File: config.mk
export PLATFORM = sky130hd
export DESIGN_NAME = cam_capture
export DESIGN_NICKNAME = d
export VERILOG_FILES = /design/src/rtl/cam_capture.sv
export SDC_FILE = /design/constraint.sdc
export NUM_CORES = 1
export LEC_CHECK = 0
export BUFFER_PORTS_ARGS = -buffer_cell sky130_fd_sc_hd__buf_2
export CORE_UTILIZATION = 58
export DETAILED_ROUTE_END_ITERATION = 7
export PLACE_DENSITY_LB_ADDON = 0.1
export SYNTH_ARGS = -nofsm -noshare
export SYNTH_HDL_FRONTEND = slang
export SYNTH_SLANG_ARGS = --single-unit
File: constraint.sdc
create_clock -name clk_C -period 3.4 [get_ports clk_C]
set_clock_uncertainty 0.2 [all_clocks]
set_input_delay 0.85 -clock clk_C [delete_from_list [all_inputs] [get_ports clk_C]]
set_output_delay 0.85 -clock clk_C [all_outputs]
set_load 0.05 [all_outputs]
File: src/rtl/cam_capture.sv
// Camera capture front end: turns an RGB565 byte stream into RGB444 frame-buffer writes,
// discarding a few settle frames after capture is enabled and checking the size of each frame.
module cam_capture #(
  parameter int H_PIX       = 640,
  parameter int V_PIX       = 480,
  parameter int SKIP_FRAMES = 2
) (
  input  logic        clk_C,
  input  logic        rst_n,
  input  logic        capture_en,
  input  logic        cam_vsync,
  input  logic        cam_href,
  input  logic [7:0]  cam_data,
  output logic [18:0] ram_wr_addr,
  output logic [11:0] ram_wr_data,
  output logic        ram_wr_en,
  output logic        frame_done,
  output logic        size_err
);

  localparam int          TOTAL   = H_PIX * V_PIX;
  localparam logic [19:0] TOTAL_C = 20'(TOTAL);
  localparam logic [7:0]  SKIP_C  = 8'(SKIP_FRAMES);

  typedef enum logic [1:0] {
    ST_IDLE    = 2'd0,
    ST_SKIP    = 2'd1,
    ST_WAIT    = 2'd2,
    ST_CAPTURE = 2'd3
  } state_t;

  logic [1:0]  rst_sync_r;
  logic        rst_int_n_s;
  state_t      state_r;
  logic        vs_d_r;
  logic [7:0]  skip_cnt_r;
  logic [19:0] pix_cnt_r;
  logic        ovf_r;
  logic        phase_r;
  logic [6:0]  hi_r;

  logic        rise_s;
  logic        fall_s;
  logic        pix_done_s;
  logic        room_s;
  logic [19:0] cnt_final_s;
  logic        ovf_final_s;
  logic [11:0] pix_s;

  // Reset: assert asynchronously, release two PCLK edges later.
  always_ff @(posedge clk_C or negedge rst_n) begin
    if (!rst_n) begin
      rst_sync_r <= 2'b00;
    end else begin
      rst_sync_r <= {rst_sync_r[0], 1'b1};
    end
  end

  assign rst_int_n_s = rst_sync_r[1];

  assign rise_s     = cam_vsync & ~vs_d_r;
  assign fall_s     = ~cam_vsync & vs_d_r;
  assign pix_done_s = (state_r == ST_CAPTURE) & cam_href & phase_r;
  assign room_s     = (pix_cnt_r < TOTAL_C);

  // RGB565 -> RGB444: hi_r already holds {R[4:1], G[5:3]}; lo supplies G[2] and B[4:1].
  assign pix_s = {hi_r, cam_data[7], cam_data[4:1]};

  // Pixel count and overflow including a pixel that completes this cycle, for the size check.
  always_comb begin
    cnt_final_s = pix_cnt_r;
    ovf_final_s = ovf_r;
    if (pix_done_s && room_s) begin
      cnt_final_s = pix_cnt_r + 20'd1;
    end else begin
      cnt_final_s = pix_cnt_r;
    end
    if (pix_done_s && !room_s) begin
      ovf_final_s = 1'b1;
    end else begin
      ovf_final_s = ovf_r;
    end
  end

  // Capture FSM with registered write port and status outputs.
  always_ff @(posedge clk_C or negedge rst_int_n_s) begin
    if (!rst_int_n_s) begin
      state_r     <= ST_IDLE;
      vs_d_r      <= 1'b0;
      skip_cnt_r  <= 8'd0;
      pix_cnt_r   <= 20'd0;
      ovf_r       <= 1'b0;
      phase_r     <= 1'b0;
      hi_r        <= 7'd0;
      ram_wr_addr <= 19'd0;
      ram_wr_data <= 12'd0;
      ram_wr_en   <= 1'b0;
      frame_done  <= 1'b0;
      size_err    <= 1'b0;
    end else begin
      vs_d_r     <= cam_vsync;
      ram_wr_en  <= 1'b0;
      frame_done <= 1'b0;
      case (state_r)
        ST_IDLE: begin
          phase_r <= 1'b0;
          if (capture_en) begin
            skip_cnt_r <= 8'd0;
            state_r    <= (SKIP_FRAMES == 0) ? ST_WAIT : ST_SKIP;
          end else begin
            state_r <= ST_IDLE;
          end
        end

        ST_SKIP: begin
          phase_r <= 1'b0;
          if (!capture_en) begin
            state_r <= ST_IDLE;
          end else if (fall_s) begin
            skip_cnt_r <= skip_cnt_r + 8'd1;
            if ((skip_cnt_r + 8'd1) == SKIP_C) begin
              state_r <= ST_WAIT;
            end else begin
              state_r <= ST_SKIP;
            end
          end else begin
            state_r <= ST_SKIP;
          end
        end

        ST_WAIT: begin
          if (!capture_en) begin
            state_r <= ST_IDLE;
            phase_r <= 1'b0;
          end else if (fall_s) begin
            pix_cnt_r <= 20'd0;
            ovf_r     <= 1'b0;
            phase_r   <= 1'b0;
            state_r   <= ST_CAPTURE;
          end else begin
            state_r <= ST_WAIT;
            phase_r <= 1'b0;
          end
        end

        ST_CAPTURE: begin
          // An odd trailing byte is simply forgotten when href drops.
          if (cam_href) begin
            phase_r <= ~phase_r;
          end else begin
            phase_r <= 1'b0;
          end
          if (cam_href && !phase_r) begin
            hi_r <= {cam_data[7:4], cam_data[2:0]};
          end else begin
            hi_r <= hi_r;
          end
          if (pix_done_s && room_s) begin
            ram_wr_en   <= 1'b1;
            ram_wr_data <= pix_s;
            ram_wr_addr <= pix_cnt_r[18:0];
          end else begin
            ram_wr_en <= 1'b0;
          end
          pix_cnt_r <= cnt_final_s;
          ovf_r     <= ovf_final_s;
          if (rise_s) begin
            frame_done <= 1'b1;
            if ((cnt_final_s != TOTAL_C) || ovf_final_s) begin
              size_err <= 1'b1;
            end else begin
              size_err <= size_err;
            end
            state_r <= capture_en ? ST_WAIT : ST_IDLE;
          end else begin
            state_r <= ST_CAPTURE;
          end
        end

        default: begin
          state_r <= ST_IDLE;
          phase_r <= 1'b0;
        end
      endcase
    end
  end

endmodule

---- After elaboration in Yosys (flattened, before gate mapping) ----
Index checks and enable logic that the tools add are counted.
word-level totals
  flip-flop bits (word level) ............. 76
  bits in latches ......................... 0
  memory bits (writable) .................. 0
  memory bits (read-only) ................. 0
  input port bits ......................... 13
  output and inout port bits .............. 34
  memories kept ........................... 0
operators by class
  $add $sub $neg .......................... 2
  $mul .................................... 0
  divide/modulo/power cells ............... 0
  $lt $le $gt $ge ......................... 1
  equal/unequal tests ..................... 10
  shift operators ......................... 0
  multiplexer cells ....................... 27
  bitwise logic cells ..................... 7
  reductions and logical operators ........ 15
operator list
  kind                     number
  $mux W20                 3
  $pmux W20 S2             1
  $mux W8                  3
  $add A20 B1 Y20 const B  1
  $lt A20 B19 Y1 const B   1
  $ne A20 B19 Y1 const B   1
  $pmux W8 S2              1
  $mux W2                  6
  $mux W1                  10
  $ne A2 B2 Y1 const B     5
  $add A8 B1 Y8 const B    1
  $eq A8 B2 Y1 const B     1
  $pmux W2 S4              1
  $reduce_and A3 Y1        2
  $and A1 B1 Y1            4
  $eq A2 B2 Y1 const B     2
  $pmux W1 S2              2
  $reduce_and A2 Y1        2
  $reduce_and A4 Y1        1
  $reduce_bool A2 Y1       2
  $logic_and A1 B1 Y1      3
  $not A1 Y1               3
  $reduce_or A3 Y1         1
  $eq A2 B1 Y1 const B     1
  other kinds (3)          4

---- Logic depth before layout (Yosys ltp) ----
Gate-level depths: netlist of run 1.
  word-level depth ........................ 8
  mapped depth ............................ 9
  gate-level depth less buffers ........... 7

---- Worst setup path after synthesis of run 1 ----
Ideal clock, no wire load.
  path type ............................... input port to flip-flop
  start point ............................. in cam_href
  end point ............................... reg size_err
  library setup time ...................... 0.082 ns
  arrival time ............................ 2.307 ns
  path slack .............................. 0.811 ns
  cell stages on the path ................. 6
  buffers on the path ..................... 0
  cell sequence ........................... nand4_2 or4b_4 nor3_1 mux2i_1 a22oi_1 a31oi_1
between the ends
  cells in the longest elaborated chain, start to end .. 7
ends and longest elaborated chain
  what                                  RTL line  source
  from (decl)                           12        input logic cam_href,
  $and A1 B1 Y1 * (2 in series)         63        assign pix_done_s = (state_r == ST_CAPTURE) & cam_href & phase_r;
  $logic_and A1 B1 Y1                   73        if (pix_done_s && room_s) begin
  $mux W20                              73
  $ne A20 B19 Y1                        169       if ((cnt_final_s != TOTAL_C) || ovf_final_s) begin
  $logic_or A1 B1 Y1 *                  169
  $reduce_and A3 Y1 (no source line) *  n/a
  to (signal assigned)                  172       size_err <= size_err;
  to (decl)                             18        output logic size_err
Mark *: on every way between the ends. The rest lies on a longest branch, timed or not.
A chain may end at the register's enable or synchronous reset.

---- Worst setup path in the final report of run 1 ----
  start point ............................. reg pix_cnt_r[12]
  end point ............................... reg pix_cnt_r[3]
between the ends
  cells in the longest elaborated chain, start to end .. 4
ends and longest elaborated chain
  what                    RTL line  source
  from (decl)             37        logic [19:0] pix_cnt_r;
  from (signal assigned)  165       pix_cnt_r <= cnt_final_s;
  $lt A20 B19 Y1          64        assign room_s = (pix_cnt_r < TOTAL_C);
  $logic_and A1 B1 Y1     73
  $mux W20                73
  $pmux W20 S2            104       case (state_r)
No other way between the ends.

==> results.tsv, run 1 <==
stage	metric	value	unit
finish	sequential cell area	0.00190	sq mm
synthesis	YS warnings	0	
sta	maximum clock rate	371	MHz
critical_path	Setup Crit Path Kind	reg2reg	
clock_tree	TritonCTS Buffers	9	
global_route	vias in the first global route	2633	
power	Max VDD drop	0.300	mV
route	ANT nets after route	0	
critical_path	CP Launch Type	flip-flop	
finish	Ant. Diodes	0	
clock_tree	CTS resizes	0	
route	drt initial violations	215	
synthesis	Syn Nets	369	
floorplanning	CORE AREA	0.00606	sq mm
clock_tree	clk_lat worst skew	0.35	ns
synthesis	Top FF cell, synth	dfrtp_1	
global_route	largest net degree at the start of global routing	47	
sta	relative slew slack	52.8	%
clock_tree	CTS tree	done	
sta	setup TNS	0	ns
place	GP Congestion	0.938	
floorplanning	Rows	28	
critical_path	reg-to-reg critical path startpoint	pix_cnt_r[12]	
global_route	initial antenna violation count	0	
critical_path	CP Capture Type	flip-flop	
sta	fin crit share	79.3	%
route	Routed WL	7950	um
synthesis	flops & latches, synth	76	
route	per-cell routed wire length	16.7	um
synthesis	Avg Synthesized Cell Area	10.6	sq um
clock_tree	H-tree depth	3	
clock_tree	clock root buffer	clkbuf_8	
route	mean number of vias per cell	6.03	
synthesis	cell area after synthesis	0.00372	sq mm
worst_hold_path	hold crit path type	in2async	
global_route	GR Util All Layers	25.7	%
clock_tree	CTS clock-pin slew for the worst setup and hold paths	0.08	ns
sta	Setup violations, final	0	
finish	synthesis-to-layout area growth	13.5	%
flow_run	total of max-cap violations	0	
route	drc violations	0	
synthesis	register area share after synthesis	51.1	%
critical_path	crit path DAT	2.73	ns
clock_tree	clk sinks	76	
clock_tree	Clock Tree Buf Depth	2	
critical_path	WP data required	3.44	ns
sta	Worst-Margin Slew	0.709	ns
floorplanning	Die Wd	82.1	um
place	Buffers on Ports	46	
floorplanning	Top Ports	47	
power	Leakage	2.06	nW
clock_tree	Hold Buf Count CTS	0	
sta	Hold Slack	0.0710	ns
synthesis	Post-Syn Instances	353	
floorplanning	Starting Density	61.5	%
place	Final HPWL DP	5430	um
global_route	grt total ovfl	0	
finish	multi-input logic area	0.00171	sq mm
clock_tree	Post-CTS Setup Inserts	0	
critical_path	reg2reg end	pix_cnt_r[3]	
critical_path	worst-path maximum fanout	19	
critical_path	Reg2Reg Depth	7	
route	via count	2862	
finish	Layout Nets	411	
power	PD cells	447	mW/mm^2
finish	filler instances	456	
synthesis	Yosys cell types	59	
route	DR pass1 iterations	4	
sta	min Tclk post-route	2.70	ns
critical_path	r2r setup slk	0.70	ns
floorplanning	die area	0.00675	sq mm
synthesis	number of synthesized flops with an enable pin	0	
sta	final count of hold timing violations	0	
global_route	first-pass GRT wire length	12700	um
status	status	finished clean	
floorplanning	die height	82.1	um
finish	layout cells sized above 1	27.8	%
sta	RSZ-0062 raised after global routing	false	
synthesis	FFs w/ async S/R, synth	100	%
sta	max-slew violation count	0	
[registers in the layout, indices dropped and copies added, names as in the netlist]
signal	count
phase_r	1
ram_wr_addr	19
pix_cnt_r	20
ovf_r	1
vs_d_r	1
hi_r	7
ram_wr_en	1
ram_wr_data	12
skip_cnt_r	8
rst_sync_r	2
frame_done	1
state_r	2
size_err	1
[stage by stage]
step                cells  power [W]  utilization, %  instance area [sq um]  worst slack (ns)
floorplan             353    0.00109               -                   3720             0.811
global placement      459    0.00114            66.1                   4000             0.588
detailed placement    459    0.00114            66.1                   4000             0.478
CTS                   475    0.00191            69.8                   4230             0.721
global route          475    0.00197            69.8                   4230             0.552
finish                475    0.00189            69.8                   4230             0.704
[synth_stat cells (2+ instances only)]
cell	number	area share, %
nor3_1	7	0.94
nor4_1	4	0.67
or4_1	2	0.40
dfrtp_1	76	51
nor4b_1	2	0.47
nand2_1	44	4.4
clkbuf_1	11	1.1
o21ai_0	23	3.1
o211ai_1	4	0.81
o31ai_1	4	0.81
nor2_1	14	1.4
nand2b_1	5	0.84
buf_6	2	0.60
buf_2	5	0.67
nand3b_1	2	0.40
a22oi_1	2	0.40
a31o_2	2	0.47
o21a_1	4	0.81
nand3_1	13	1.7
a311o_1	3	0.81
inv_1	3	0.30
and3_1	6	1.0
xnor2_1	4	0.94
mux2_2	33	10
o21bai_1	2	0.40
nand4_1	7	1.2
and2_1	6	1.0
a31oi_1	6	1.0
and4_1	4	0.94
ha_1	3	1.0
nor2b_1	5	0.84
a21oi_1	10	1.3
mux2i_1	8	2.1
o21ai_1	2	0.27
[cell type report]
class,instances,area share [%]
multi-input cells,253,40.5
inverters,4,0.355
flip-flops and latches,76,45.0
clock inverters,7,2.37
clock buffers,9,2.93
well taps,75,2.22
repair buffers,51,6.63
[cells in the final DEF (no fill, tap or decap), types with 2 or more instances in the layout]
| cell | instances |
|---|---|
| xnor2_1 | 4 |
| ha_1 | 3 |
| clkbuf_8 | 9 |
| nor2_1 | 14 |
| o21ai_1 | 2 |
| nor2b_1 | 5 |
| nand3b_1 | 2 |
| nand2b_1 | 5 |
| nor4b_1 | 2 |
| mux2_2 | 33 |
| a31o_2 | 2 |
| inv_1 | 3 |
| nor4_1 | 4 |
| and2_1 | 6 |
| a31oi_1 | 6 |
| clkinv_4 | 3 |
| nand4_1 | 7 |
| buf_4 | 4 |
| buf_2 | 46 |
| bufinv_16 | 2 |
| and3_1 | 6 |
| nor3_1 | 7 |
| o21bai_1 | 2 |
| a311o_1 | 3 |
| a22oi_1 | 2 |
| dfrtp_1 | 75 |
| nand2_1 | 44 |
| o21a_1 | 4 |
| o21ai_0 | 23 |
| o211ai_1 | 4 |
| nand3_1 | 13 |
| mux2i_1 | 8 |
| o31ai_1 | 4 |
| or4_1 | 2 |
| and4_1 | 4 |
| a21oi_1 | 10 |
[worst max-delay path, cell delays in order, from the launching register on]
cell	delay, ns
dfrtp_1	0.49
a21o_1	0.24
a311o_1	0.60
nor2_4	0.32
buf_4	0.32
nand3_1	0.14
a21oi_1	0.18
mux2i_1	0.09
[worst max-delay path by stage]
stage / start / endpoint / slack, ns / cells after the start
3_3_place_gp: cam_href / size_err / 0.59 / 7
6_report: pix_cnt_r[12] / pix_cnt_r[3] / 0.70 / 7
5_1_grt: pix_cnt_r[14] / pix_cnt_r[3] / 0.55 / 7
2_1_floorplan: cam_href / size_err / 0.81 / 6
3_5_place_dp: cam_href / size_err / 0.48 / 7
4_1_cts: pix_cnt_r[12] / pix_cnt_r[3] / 0.72 / 7
[report_power, final]
group	switching [W]	internal [W]
clock network	0.000346	0.000418
logic	0.0000912	0.0000468
registers	0.0000417	0.000947
total	0.000479	0.00141
[logic make-up after synthesis]
family / share of synthesized area [%]
multiplexers: 12.1
XOR/XNOR: 1.18
other: 0.101
AO/OA/AOI/OAI: 12.7
flip-flops: 51.1
buffers and inverters: 3.12
AND/OR/NAND/NOR: 18.7
adder cells (fa/ha/maj): 1.01
[layer usage]
layer | GRT usage (%) | share of wire, %
met5 | 0 | 0
met4 | 9.47 | 1.5
met3 | 5.49 | 5.7
met2 | 40.7 | 48
met1 | 34.8 | 45
Power figures use the tool's default switching activity.
==> run 2: changes to the inputs <==
Settings changed: CORE_UTILIZATION 58 to 52.
Clock period 3.4 ns to 2.45 ns, I/O delays scaled along.
==> results.tsv, run 2 (same netlist as run 1, synthesis figures left out) <==
stage	metric	value	unit
floorplanning	Die Wd	86.6	um
sta	fin crit share	96.6	%
finish	post-route cell area	0.00454	sq mm
floorplanning	CORE AREA	0.00687	sq mm
flow_run	total of max-cap violations	0	
floorplanning	die height	86.6	um
route	via count	3000	
finish	Layout Nets	448	
clock_tree	TritonCTS Buffers	9	
global_route	GR Util All Layers	24.9	%
sta	Worst-Margin Slew	0.568	ns
finish	layout cells sized above 1	34.8	%
finish	Largest Register	pix_cnt_r	
critical_path	r2r setup slk	0.08	ns
finish	filler instances	574	
floorplanning	Top Ports	47	
clock_tree	clock root buffer	clkbuf_8	
critical_path	worst-path maximum fanout	7	
clock_tree	Clock Tree Buf Depth	2	
finish	Top Registers	pix_cnt_r x20, ram_wr_addr x19, ram_wr_data x12	
finish	most common cell after layout, fill and taps aside	dfrtp_1	
route	mean number of vias per cell	5.63	
critical_path	reg-to-reg critical path startpoint	pix_cnt_r[13]	
sta	crit path setup slack, layout	0.0843	ns
finish	synthesis-to-layout area growth	21.9	%
place	Buffers on Ports	46	
route	ANT nets after route	0	
route	DR pass1 iterations	4	
clock_tree	CTS clock-pin slew for the worst setup and hold paths	0.08	ns
finish	most frequent cells in the layout	75 x dfrtp_1, 46 x buf_2, 44 x nand2_1	
global_route	grt total ovfl	0	
place	DP Cell Count	516	
critical_path	crit path DAT	2.44	ns
finish	Ant. Diodes	0	
floorplanning	die area	0.00751	sq mm
sta	maximum clock rate	423	MHz
place	placed cell area	0.00429	sq mm
critical_path	CP Launch Type	flip-flop	
floorplanning	Starting Density	54.2	%
status	status	finished clean	
sta	setup TNS	0	ns
floorplanning	Rows	30	
place	Place WS	-0.188	ns
clock_tree	H-tree depth	3	
global_route	largest net degree at the start of global routing	48	
critical_path	Setup Crit Path Kind	reg2reg	
critical_path	Reg2Reg Depth	8	
place	GP Congestion	0.945	
finish	Non-Filler Instances	533	
route	drc violations	0	
sta	min Tclk post-route	2.37	ns
clock_tree	clk_lat worst skew	0.35	ns
route	Routed WL	8570	um
global_route	first-pass GRT wire length	14200	um
route	drt initial violations	181	
critical_path	reg2reg end	size_err	
power	PD cells	565	mW/mm^2
clock_tree	Post-CTS Setup Inserts	0	
critical_path	WP data required	2.53	ns
place	Final HPWL DP	6180	um
sta	relative slew slack	62.1	%
power	Max VDD drop	0.435	mV
sta	Hold Slack	0.0631	ns
global_route	vias in the first global route	2911	
power	Leakage	2.25	nW
clock_tree	clk sinks	76	
clock_tree	CTS tree	done	
sta	Setup violations, final	0	
finish	Largest register FFs	20	
route	per-cell routed wire length	16.1	um
sta	max-slew violation count	0	
sta	final count of hold timing violations	0	
worst_hold_path	hold crit path type	reg2async	
global_route	initial antenna violation count	0	
critical_path	CP Capture Type	flip-flop	
==> run 2: final cells by class <==
| class | instances | area [sq um] | share of cell area [%] |
|---|---|---|---|
| well taps | 96 | 120 | 2.65 |
| multi-input cells | 253 | 1750 | 38.5 |
| clock inverters | 7 | 83.8 | 1.85 |
| flip-flops and latches | 76 | 1900 | 41.9 |
| inverters | 4 | 15.0 | 0.331 |
| clock buffers | 9 | 124 | 2.73 |
| repair buffers | 88 | 548 | 12.1 |
==> run 2: timing repair <==
item	4_1_cts	5_1_grt
endpoints found under the hold margin	2	0
hold buffers	1	0
endpoints found under the setup margin	0	3
resized for setup	0	6
==> run 2: stage by stage <==
step	power (W)	utilization, %
after global placement	0.00159	62.4
final	0.00257	66.1
after floorplan	0.00152	-
after global routing	0.00267	66.1
after CTS	0.00258	65.6
after detailed placement	0.00160	62.4
==> run 2: worst max path at each step <==
stage                  start  endpoint  cells past startpoint
6_report       pix_cnt_r[13]  size_err                      8
5_1_grt        pix_cnt_r[13]  size_err                      7
4_1_cts        pix_cnt_r[13]  size_err                      8
3_5_place_dp        cam_href  size_err                      7
3_3_place_gp        cam_href  size_err                      8
2_1_floorplan       cam_href  size_err                      6
==> run 2: per-layer routing <==
layer,GRT usage (%),vias up,routed length (um)
met5,0,-,0
met4,8.48,0,144
met3,5.33,13,434
met2,40.2,75,4160
met1,33.5,1463,3820
li1,-,1449,-
==> run 2: power by group <==
group	switching [W]	internal, W	total, W	leakage [nW]
Combinational	0.000146	0.0000749	0.000221	1.10
Sequential	0.0000394	0.00131	0.00135	1.04
Clock	0.000505	0.000488	0.000993	0.102
==> run 2: critical path, stage by stage, from the launching register on <==
cell      delay [ns]
dfrtp_1         0.40
a21o_1          0.20
buf_4           0.14
a311oi_4        0.39
buf_4           0.22
and3_1          0.24
nor4_1          0.09
o311a_1         0.29
a31oi_1         0.13
